==> src/rtl/dc_settle_monitor_pkg.sv <==
// Shared types, default parameters and helpers for the DC settle monitor.
// Optional peak-to-peak ripple rejection is enabled by DC_SETTLE_PKPK_EN.
package dc_settle_pkg;

  localparam int unsigned DATA_W   = 12;
  localparam int unsigned WIN_LOG2 = 4;
  localparam int unsigned TOL      = 2;
  localparam int unsigned STABLE_N = 2;
  localparam int unsigned MAX_WIN  = 64;

  localparam int unsigned ACC_W  = DATA_W + WIN_LOG2;
  localparam int unsigned WCNT_W = $clog2(MAX_WIN + 1);

  typedef enum logic [1:0] {
    IDLE,
    ACQ,
    EVAL,
    DONE
  } state_e;

  function automatic int unsigned absdiff(input int unsigned a, input int unsigned b);
    return (a > b) ? (a - b) : (b - a);
  endfunction

endpackage

==> src/rtl/dc_settle_monitor_if.sv <==
// Valid/ready sample stream feeding the DC settle monitor.
interface dc_settle_monitor_if #(
  parameter int unsigned DATA_W = 12
);
  logic              s_valid;
  logic [DATA_W-1:0] s_data;
  logic              s_ready;

  modport master (output s_valid, output s_data, input s_ready);
  modport slave  (input s_valid, input s_data, output s_ready);
endinterface

==> src/rtl/dc_settle_monitor_window_avg.sv <==
// Window accumulator: sums 2^WIN_LOG2 accepted samples and exposes their mean.
// With DC_SETTLE_PKPK_EN it also tracks the window min/max spread.
module dc_window_avg
  import dc_settle_pkg::*;
#(
  parameter int unsigned DATA_W   = dc_settle_pkg::DATA_W,
  parameter int unsigned WIN_LOG2 = dc_settle_pkg::WIN_LOG2
) (
  input  logic              clk,
  input  logic              rst_n,
  input  logic              clear,
  input  logic              in_fire,
  input  logic [DATA_W-1:0] in_data,
  output logic              win_last,
  output logic [DATA_W-1:0] avg
`ifdef DC_SETTLE_PKPK_EN
  ,
  output logic [DATA_W-1:0] pkpk
`endif
);

  localparam int unsigned AW = DATA_W + WIN_LOG2;

  logic [AW-1:0]       acc_q, acc_d;
  logic [WIN_LOG2-1:0] cnt_q, cnt_d;

  always_comb begin
    acc_d = acc_q;
    cnt_d = cnt_q;
    if (clear) begin
      acc_d = '0;
      cnt_d = '0;
    end else if (in_fire) begin
      acc_d = acc_q + AW'(in_data);
      cnt_d = cnt_q + 1'b1;
    end
  end

  always_ff @(posedge clk) begin
    if (!rst_n) begin
      acc_q <= '0;
      cnt_q <= '0;
    end else begin
      acc_q <= acc_d;
      cnt_q <= cnt_d;
    end
  end

  // Sample counter wraps to zero on the last sample, so it is ready for the next window.
  assign win_last = in_fire && (cnt_q == '1);
  assign avg      = acc_q[AW-1:WIN_LOG2];

`ifdef DC_SETTLE_PKPK_EN
  logic [DATA_W-1:0] min_q, min_d, max_q, max_d;

  always_comb begin
    min_d = min_q;
    max_d = max_q;
    if (in_fire) begin
      if (cnt_q == '0) begin
        min_d = in_data;
        max_d = in_data;
      end else begin
        if (in_data < min_q) min_d = in_data;
        if (in_data > max_q) max_d = in_data;
      end
    end
  end

  always_ff @(posedge clk) begin
    if (!rst_n) begin
      min_q <= '0;
      max_q <= '0;
    end else begin
      min_q <= min_d;
      max_q <= max_d;
    end
  end

  assign pkpk = max_q - min_q;
`endif

endmodule

==> src/rtl/dc_settle_monitor.sv <==
// DC settle monitor: compares successive window averages and reports settled/timeout.
// DC_SETTLE_PKPK_EN adds the pkpk output and ripple rejection in the stability test.
module dc_settle_monitor
  import dc_settle_pkg::*;
#(
  parameter int unsigned DATA_W   = dc_settle_pkg::DATA_W,
  parameter int unsigned WIN_LOG2 = dc_settle_pkg::WIN_LOG2,
  parameter int unsigned TOL      = dc_settle_pkg::TOL,
  parameter int unsigned STABLE_N = dc_settle_pkg::STABLE_N,
  parameter int unsigned MAX_WIN  = dc_settle_pkg::MAX_WIN,
  localparam int unsigned WCNT_BITS = $clog2(MAX_WIN + 1)
) (
  input  logic                 clk,
  input  logic                 rst_n,
  input  logic                 start,
  dc_settle_monitor_if.slave   s,
  output logic                 busy,
  output logic                 done,
  output logic                 settled,
  output logic                 timeout,
  output logic [DATA_W-1:0]    result,
  output logic [WCNT_BITS-1:0] win_count
`ifdef DC_SETTLE_PKPK_EN
  ,
  output logic [DATA_W-1:0]    pkpk
`endif
);

  localparam int unsigned SB = $clog2(STABLE_N + 1);

  state_e            state_q, state_d;
  logic              settled_q, settled_d;
  logic              timeout_q, timeout_d;
  logic [DATA_W-1:0] result_q, result_d;
  logic [DATA_W-1:0] prev_q, prev_d;
  logic [WCNT_BITS-1:0] wcnt_q, wcnt_d;
  logic [SB-1:0]     stable_q, stable_d;
  logic              first_q, first_d;

  logic              clear, fire, rdy, win_last, ok;
  logic [DATA_W-1:0] avg, diff;

`ifdef DC_SETTLE_PKPK_EN
  logic [DATA_W-1:0] win_pkpk, pkpk_q, pkpk_d;
`endif

  dc_window_avg #(
    .DATA_W  (DATA_W),
    .WIN_LOG2(WIN_LOG2)
  ) u_avg (
    .clk     (clk),
    .rst_n   (rst_n),
    .clear   (clear),
    .in_fire (fire),
    .in_data (s.s_data),
    .win_last(win_last),
    .avg     (avg)
`ifdef DC_SETTLE_PKPK_EN
    ,
    .pkpk    (win_pkpk)
`endif
  );

  always_comb begin
    diff = DATA_W'(absdiff(32'(avg), 32'(prev_q)));
`ifdef DC_SETTLE_PKPK_EN
    ok = (diff <= DATA_W'(TOL)) && (win_pkpk <= DATA_W'(4 * TOL));
`else
    ok = (diff <= DATA_W'(TOL));
`endif
  end

  always_comb begin
    state_d   = state_q;
    settled_d = settled_q;
    timeout_d = timeout_q;
    result_d  = result_q;
    prev_d    = prev_q;
    wcnt_d    = wcnt_q;
    stable_d  = stable_q;
    first_d   = first_q;
    clear     = 1'b0;
    rdy       = 1'b0;
    fire      = 1'b0;
`ifdef DC_SETTLE_PKPK_EN
    pkpk_d    = pkpk_q;
`endif
    unique case (state_q)
      IDLE: begin
        if (start) begin
          state_d   = ACQ;
          clear     = 1'b1;
          settled_d = 1'b0;
          timeout_d = 1'b0;
          wcnt_d    = '0;
          stable_d  = '0;
          first_d   = 1'b1;
        end
      end
      ACQ: begin
        rdy  = 1'b1;
        fire = s.s_valid;
        if (win_last) state_d = EVAL;
      end
      EVAL: begin
        clear    = 1'b1;
        result_d = avg;
        prev_d   = avg;
        wcnt_d   = wcnt_q + 1'b1;
        first_d  = 1'b0;
`ifdef DC_SETTLE_PKPK_EN
        pkpk_d   = win_pkpk;
`endif
        // The first window only seeds prev_avg; there is nothing to compare it to.
        if (!first_q) stable_d = ok ? (stable_q + 1'b1) : '0;
        if (stable_d == SB'(STABLE_N)) begin
          state_d   = DONE;
          settled_d = 1'b1;
        end else if (wcnt_d == WCNT_BITS'(MAX_WIN)) begin
          state_d   = DONE;
          timeout_d = 1'b1;
        end else begin
          state_d = ACQ;
        end
      end
      DONE:    state_d = IDLE;
      default: state_d = IDLE;
    endcase
  end

  always_ff @(posedge clk) begin
    if (!rst_n) begin
      state_q   <= IDLE;
      settled_q <= 1'b0;
      timeout_q <= 1'b0;
      result_q  <= '0;
      prev_q    <= '0;
      wcnt_q    <= '0;
      stable_q  <= '0;
      first_q   <= 1'b0;
`ifdef DC_SETTLE_PKPK_EN
      pkpk_q    <= '0;
`endif
    end else begin
      state_q   <= state_d;
      settled_q <= settled_d;
      timeout_q <= timeout_d;
      result_q  <= result_d;
      prev_q    <= prev_d;
      wcnt_q    <= wcnt_d;
      stable_q  <= stable_d;
      first_q   <= first_d;
`ifdef DC_SETTLE_PKPK_EN
      pkpk_q    <= pkpk_d;
`endif
    end
  end

  assign s.s_ready = rdy;
  assign busy      = (state_q != IDLE);
  assign done      = (state_q == DONE);
  assign settled   = settled_q;
  assign timeout   = timeout_q;
  assign result    = result_q;
  assign win_count = wcnt_q;
`ifdef DC_SETTLE_PKPK_EN
  assign pkpk      = pkpk_q;
`endif

endmodule

==> src/flat_wrapper.sv <==
// flat-port wrapper written by rule: the top's interface ports become plain ports
module dc_settle_monitor_flat import dc_settle_pkg::*;
#(
  parameter int unsigned DATA_W   = dc_settle_pkg::DATA_W,
  parameter int unsigned WIN_LOG2 = dc_settle_pkg::WIN_LOG2,
  parameter int unsigned TOL      = dc_settle_pkg::TOL,
  parameter int unsigned STABLE_N = dc_settle_pkg::STABLE_N,
  parameter int unsigned MAX_WIN  = dc_settle_pkg::MAX_WIN,
  localparam int unsigned WCNT_BITS = $clog2(MAX_WIN + 1)
)
  (clk, rst_n, start, busy, done, settled, timeout, result, win_count, s_s_valid, s_s_data, s_s_ready);
  dc_settle_monitor_if #(.DATA_W(DATA_W)) s_i ();
  input  logic clk;
  input  logic rst_n;
  input  logic start;
  output logic busy;
  output logic done;
  output logic settled;
  output logic timeout;
  output logic [DATA_W-1:0] result;
  output logic [WCNT_BITS-1:0] win_count;
  input wire logic [$bits(s_i.s_valid)-1:0] s_s_valid;
  input wire logic [$bits(s_i.s_data)-1:0] s_s_data;
  output wire logic [$bits(s_i.s_ready)-1:0] s_s_ready;
  assign s_i.s_valid = s_s_valid;
  assign s_i.s_data = s_s_data;
  assign s_s_ready = s_i.s_ready;
  dc_settle_monitor #(.DATA_W(DATA_W), .WIN_LOG2(WIN_LOG2), .TOL(TOL), .STABLE_N(STABLE_N), .MAX_WIN(MAX_WIN)) u_core (.clk(clk), .rst_n(rst_n), .start(start), .s(s_i), .busy(busy), .done(done), .settled(settled), .timeout(timeout), .result(result), .win_count(win_count));
endmodule
==> config.mk <==
export PLATFORM = sky130hd
export DESIGN_NAME = dc_settle_monitor_flat
export DESIGN_NICKNAME = d
export VERILOG_FILES = /design/src/rtl/dc_settle_monitor_pkg.sv /design/src/rtl/dc_settle_monitor_if.sv /design/src/rtl/dc_settle_monitor_window_avg.sv /design/src/rtl/dc_settle_monitor.sv /design/src/flat_wrapper.sv
export SDC_FILE = /design/constraint.sdc
export NUM_CORES = 1
export LEC_CHECK = 0
export ABC_AREA = 1
export CAP_MARGIN = 0
export CORE_ASPECT_RATIO = 0.75
export CORE_UTILIZATION = 40
export CTS_BUF_LIST = sky130_fd_sc_hd__clkbuf_8
export DETAILED_ROUTE_END_ITERATION = 10
export HOLD_SLACK_MARGIN = 0.15
export PLACE_DENSITY = 0.73
export SYNTH_ARGS = -nofsm -noshare
export SYNTH_HDL_FRONTEND = slang
export SYNTH_SLANG_ARGS = --single-unit
==> constraint.sdc <==
create_clock -name clk -period 2.4 [get_ports clk]
set_clock_uncertainty 0.05 [all_clocks]
set_input_delay 0.6 -clock clk [delete_from_list [all_inputs] [get_ports clk]]
set_output_delay 0.6 -clock clk [all_outputs]
set_load 0.05 [all_outputs]
# [Word level (Yosys, flattened, before mapping)]
# Index checks and enable logic that the tools add are counted.
[classes] add_sub_neg=6 magnitude_cmp=2 n_eq_ne=11 n_mux=25 bitwise_logic=1 reduce_logical=9
[ops] cell="$sub A12 B12 Y12" count=2
[ops] cell="$add A16 B12 Y16" count=1
[ops] cell="$mux W2" count=8
[ops] cell="$pmux W7 S2" count=1
[ops] cell="$gt A12 B12 Y1" count=1
[ops] cell="$le A12 B2 Y1 const B" count=1
[ops] cell="$mux W12" count=1
[ops] cell="$mux W1" count=8
[ops] cell="$pmux W1 S2" count=4
[ops] cell="$pmux W2 S4" count=1
[ops] cell="$add A7 B1 Y7 const B" count=1
[ops] cell="$eq A7 B7 Y1 const B" count=1
[ops] cell="$mux W7" count=1
[ops] cell="$eq A2 B2 Y1 const B" count=3
[ops] cell="$ne A2 B2 Y1 const B" count=3
[ops] cell="$add A4 B1 Y4 const B" count=1
[ops] cell="$eq A4 B4 Y1 const B" count=1
[ops] cell="$ne A2 B1 Y1 const B" count=2
[ops] cell="$pmux W2 S2" count=1
[ops] cell="$reduce_and A2 Y1" count=2
[ops] cell="$reduce_and A4 Y1" count=1
[ops] cell="$reduce_bool A2 Y1" count=2
[ops] cell="$reduce_and A3 Y1" count=1
[ops] cell="$add A2 B1 Y2 const B" count=1
[ops] cell="other kinds (5)" count=5
[totals] reg_bits=46 output_inout_bits=24

# [Longest topological paths before layout]
[logic_depth] word_depth=9 ltp_mapped=23

# [Modules after synthesis]
# A second synthesis with hierarchy kept.
[hier_totals] cells_unflattened=713 area_unflattened_um2=4345.4
[by_module_without_submodules] module="dc_settle_monitor" instances=1 cells_per_inst=436 area_each_um2=2593.7 seq_area_each_um2=520.5
[by_module_without_submodules] module="dc_window_avg" instances=1 cells_per_inst=277 area_each_um2=1751.7 seq_area_each_um2=400.4

# [Least setup slack after synthesis]
# Ideal clock, no wire load.
[synth_path] kind="flip-flop to flip-flop" from="register, netlist name u_core.result[0]" to="register u_core.stable_q[0]" arrival_ns=2.532 slack_ns=-0.255 stages_incl_launch_ff=20 path_buffers=0 synth_period_minus_slack_ns=2.655 path_cell_list="dfxtp_1 -> inv_1 -> ha_1 -> fa_1 -> inv_1 -> nand3_1 -> nand2_1 -> nand2_1 -> nand2_1 -> nand2_1 -> nand2_1 -> nand3_1 -> nor2_1 -> nand2_1 -> nand2_1 -> nand2_1 -> nand2_2 -> o21ai_2 -> or2_1 -> a21oi_1"
[synth_rtl] item="to (signal assigned)" line_no="dc_settle_monitor.sv:151" rtl="stable_q <= stable_d;"
[synth_rtl] item="to (decl)" line_no="dc_settle_monitor.sv:37" rtl="logic [SB-1:0] stable_q, stable_d;"

==> impl_table.tex <==
\begin{tabular}{lr}
\hline
Metric & Value \\
\hline
\multicolumn{2}{l}{\textbf{Die}} \\
\quad Count of boundary I/O pins & 40 \\
\quad Effective utilization at floorplan & 0.4199 \\
\quad Total core area & 9234 sq um \\
\quad Overall die height & slightly below 90 um \\
\quad Count of standard-cell rows & 30 \\
\quad Overall die width & 115.7 um \\
\quad Die area & just over 10000 sq um \\
\multicolumn{2}{l}{\textbf{Synth}} \\
\quad Area leader, netlist & dfxtp\_1 \\
\quad Count of yosys warnings during synthesis & 0 \\
\quad Count of distinct cell types in the synthesized netlist & 32 \\
\quad Top cell type's share of synthesized area & 0.2375 \\
\quad Average cell area after synthesis & 6.145 sq um \\
\quad Net count after synthesis & a little under 700 \\
\quad Top cells by area, synth & dfxtp\_1 (24\%), nand2\_1 (18\%), ha\_1 (12\%) \\
\quad Flops \& latches, synth & 46 \\
\quad Instance count of the mapped netlist & between 600 and 700 \\
\quad Post-synthesis cell area & about 3900 sq um \\
\quad Sequential share of the synthesized area & 0.2375 \\
\multicolumn{2}{l}{\textbf{Final layout}} \\
\quad Layout cell share with drive strength beyond 1 & 0.2172 \\
\quad Number of nets in the final layout & 801 \\
\quad Most frequent standard cell in the layout excluding fill and tap cells & nand2\_1 \\
\quad Fill cell instance count of the final layout & 886 \\
\quad Synthesis-to-finish area growth & 38.27\% \\
\quad Post-Route Utilization & 0.5806 \\
\quad Leading cell types in the layout, fill and taps excluded & nand2\_1 (179), inv\_1 (112), buf\_4 (81) \\
\quad Post-route standard cell area excluding fillers & 5361 sq um \\
\quad Antenna cells & 0 \\
\multicolumn{2}{l}{\textbf{Critical path}} \\
\quad Number of cells on the worst reg-to-reg path & 18 \\
\quad Cell repeated most along the worst path & nand2\_2 \\
\quad CP Launch Type & flop \\
\quad Req. time, crit path & between 2000 and 3000 ps \\
\quad FF-to-FF End & u\_core.stable\_q[0] \\
\quad Critical-path cell list & inv\_4 > ha\_4 > fa\_2 > inv\_2 > nand2\_2 > nand3\_2 > a21oi\_2 > nand3\_2 > nor2\_2 > nand2\_1 > nor2\_2 > nand2\_1 > nand2\_2 > nand2\_2 > nand2\_4 > o21ai\_4 > or2\_1 > a21oi\_2 \\
\quad Worst Setup Path Type & reg2reg \\
\quad Maximum fanout encountered on the critical timing path & 3 \\
\quad Buf/Inv on CP & 2 \\
\quad R2r startpoint & u\_core.result[0] \\
\quad Slowest stage cell, crit path & fa\_2 \\
\quad Largest delay contributor family on the critical path & simple AND/OR/NAND/NOR gates \\
\quad Setup slack of the most critical reg-to-reg path & -210 ps \\
\quad Max stage delay on crit path & between 500 and 600 ps \\
\quad Endpoint type of the worst setup path & flop \\
\quad Data arrival time of the critical path & approximately 2800 ps \\
\multicolumn{2}{l}{\textbf{Power and ir drop}} \\
\quad Switching power share of the total & 0.3827 \\
\quad Internal power & 1724 uW \\
\quad Leak & 0.002697 uW \\
\quad Combinational share of power & 0.448 \\
\quad Clk network pwr share & 0.259 \\
\quad Sequential power share & 0.293 \\
\quad Power Total & approximately 2800 uW \\
\quad Power density cells & 521.1 nW/um\^{}2 \\
\quad Net switching component of the power & 1069 uW \\
\quad Highest ir drop seen on vdd & about 0.33 mV \\
\multicolumn{2}{l}{\textbf{Clock tree}} \\
\quad Clock buffers created by TritonCTS & 5 \\
\quad Clock latency on the worst-skew pair & 310 ps \\
\quad CTS sink cnt & 46 \\
\quad CTS tree & done \\
\quad Deepest clock path buffer count & 2 \\
\quad Clock transition at the registers of the reported paths & 90 ps \\
\quad H-tree depth reported by CTS & 2 \\
\quad Root Buffer & clkbuf\_8 \\
\multicolumn{2}{l}{\textbf{Placed design}} \\
\quad Count of input and output buffers & 39 \\
\quad Weighted congestion at the end of routability-driven global placement & 0.9019 \\
\quad Post-place setup slack & -538.8 ps \\
\quad Post-detailed-placement half-perimeter wirelength & 8745 um \\
\quad Instance area after placement & 4912 sq um \\
\multicolumn{2}{l}{\textbf{Route}} \\
\quad Detailed router's first-iteration violation count & roughly 300 \\
\quad Post-detailed-route wirelength per cell & 12.74 um \\
\quad Detailed Route WL & 11140 um \\
\quad Via-to-Cell Ratio & around 5 \\
\quad Number of DRC violations after detailed routing & 0 \\
\quad First drt pass iteration count & 5 \\
\quad ANT nets after route & 0 \\
\quad Via Count & 4341 \\
\multicolumn{2}{l}{\textbf{GRT}} \\
\quad Global routing usage summed across all routing layers & 0.2239 \\
\quad Largest net degree at the start of global routing & 21 \\
\quad First-pass GRT wire length & 18150 um \\
\quad Number of antenna violations at the first check in global routing & 0 \\
\quad Total global routing overflow & 0 \\
\quad Number of global-route vias before repair & 4014 \\
\multicolumn{2}{l}{\textbf{STA}} \\
\quad RSZ-0062 raised after global routing & true \\
\quad Achievable clock frequency & 0.3831 GHz \\
\quad Final Hold Vio Count & 0 \\
\quad Fin crit period & between 2000 and 3000 ps \\
\quad Number of pins exceeding their max-slew limit in the final report & 0 \\
\quad Final critical-path share of the clock period & 1.088 \\
\quad Setup slack after layout & -210.5 ps \\
\quad Worst-case hold slack & between 400 and 500 ps \\
\quad Actual transition at the worst max-transition pin & about 530 ps \\
\quad \# setup viols final & 5 \\
\quad Headroom to the max-slew limit & 0.6453 \\
\multicolumn{2}{l}{\textbf{Status}} \\
\quad Violated checks & negative setup slack \\
\quad Run status & complete, but fails checks \\
\multicolumn{2}{l}{\textbf{Hold path}} \\
\quad Hold wc startpoint & u\_core.result[11] \\
\quad Endpoint of the worst hold-timing path & u\_core.result[11] \\
\quad Worst min-delay path category & reg2reg \\
\quad Worst hold path depth & 2 \\
\multicolumn{2}{l}{\textbf{Run}} \\
\quad Max-cap violations & 0 \\
\hline
\end{tabular}
flip-flops by register name (all words and copies together) (netlist names):
| register | flops |
|---|---|
| u_core.win_count | 7 |
| u_core.u_avg.acc_q | 16 |
| u_core.u_avg.cnt_q | 4 |
| u_core.state_q | 2 |
| u_core.timeout | 1 |
| u_core.result | 12 |
| u_core.first_q | 1 |
| u_core.settled | 1 |
| u_core.stable_q | 2 |
area by class of cell:
cell class | count | area (sq um) | area share
repair buffers | 119 | 999.7 | 0.1865
well taps | 128 | 160.2 | 0.02987
multi-input cells | 451 | 2659 | 0.4959
inverters | 122 | 460.4 | 0.08588
clock inverters | 2 | 60.06 | 0.01120
clock buffers | 6 | 82.58 | 0.01540
flip-flops and latches | 46 | 939.7 | 0.1753
layer usage:
layer / GRT usage / vias to the layer above / part of all wire
met4: 0.03846 / 0 / 0.0070
li1: - / 2228 / -
met3: 0.03271 / 8 / 0.065
met5: 0 / - / 0
met1: 0.3285 / 1965 / 0.49
met2: 0.3500 / 140 / 0.44
Yosys cell counts:
cell,instances
or2_2,2
nor3b_1,3
buf_4,1
o311ai_0,1
a22oi_1,1
o21bai_1,2
o21ai_2,1
nand3_1,44
nand2_2,5
clkinv_1,1
or2_1,1
a211oi_1,1
fa_1,3
nor2_1,24
o21a_1,1
nor2_2,6
nor3_1,4
nand2_1,185
xor2_1,10
o21ai_0,32
nand4_1,12
and2_1,1
clkbuf_1,10
a31oi_1,4
buf_6,1
o211ai_1,2
dfxtp_1,46
ha_1,37
inv_1,118
xnor2_1,4
a21oi_1,65
inv_2,3
metrics by stage:
| stage | TNS [ps] | cells |
|---|---|---|
| 3_3_place_gp | -3332 | 856 |
| 3_5_place_dp | -4497 | 856 |
| 6_report | -944.2 | 874 |
| 2_1_floorplan | -29.66 | 631 |
| 5_1_grt | -1801 | 874 |
| 4_1_cts | -753.4 | 868 |
worst max-delay path by stage:
stage	from	endpoint	slack (ps)	cells after the start
after CTS	u_core.result[0]	u_core.stable_q[0]	-200	18
after detailed placement	s_s_data[0]	u_core.u_avg.acc_q[10]	-540	12
after global placement	s_s_data[0]	u_core.u_avg.acc_q[10]	-460	12
after global routing	u_core.result[0]	u_core.stable_q[0]	-390	18
after floorplan	u_core.result[10]	u_core.stable_q[0]	-30	17
final	u_core.result[0]	u_core.stable_q[0]	-210	18
worst reg2reg max path: stages, from the launching register on:
cell	delay, ps
dfxtp_4	390
inv_4	40
ha_4	150
fa_2	530
inv_2	40
nand2_2	50
nand3_2	70
a21oi_2	130
nand3_2	80
nor2_2	110
nand2_1	80
nor2_2	100
nand2_1	60
nand2_2	90
nand2_2	70
nand2_4	70
o21ai_4	60
or2_1	240
a21oi_2	130
logic make-up (layout without fill, tap and decap cells):
family	count (synthesis)	in the layout	share of synthesized area
compound gates	110	110	0.1497
xor+xnor	14	14	0.03162
buf+inv	134	249	0.1326
fa+ha+maj	40	40	0.1349
simple gates	287	287	0.3137
flops	46	46	0.2375
power groups by stage:
stage	Combinational [uW]	Clock, uW	Sequential [uW]
after global routing	1400	755	822
after global placement	1130	0	832
final	1250	724	818
after CTS	1170	725	816
after detailed placement	1140	0	833
after floorplan	744	0	872
what timing repair did:
item	4_1_cts	5_1_grt
endpoints found under the setup margin	8	13
gates resized for setup	17	46
pin swaps	11	32
hold buffers	0	0
hold endpoints to repair	0	0
setup buffers	4	6
gates cloned	0	0
(Power assumes the default switching activity.)
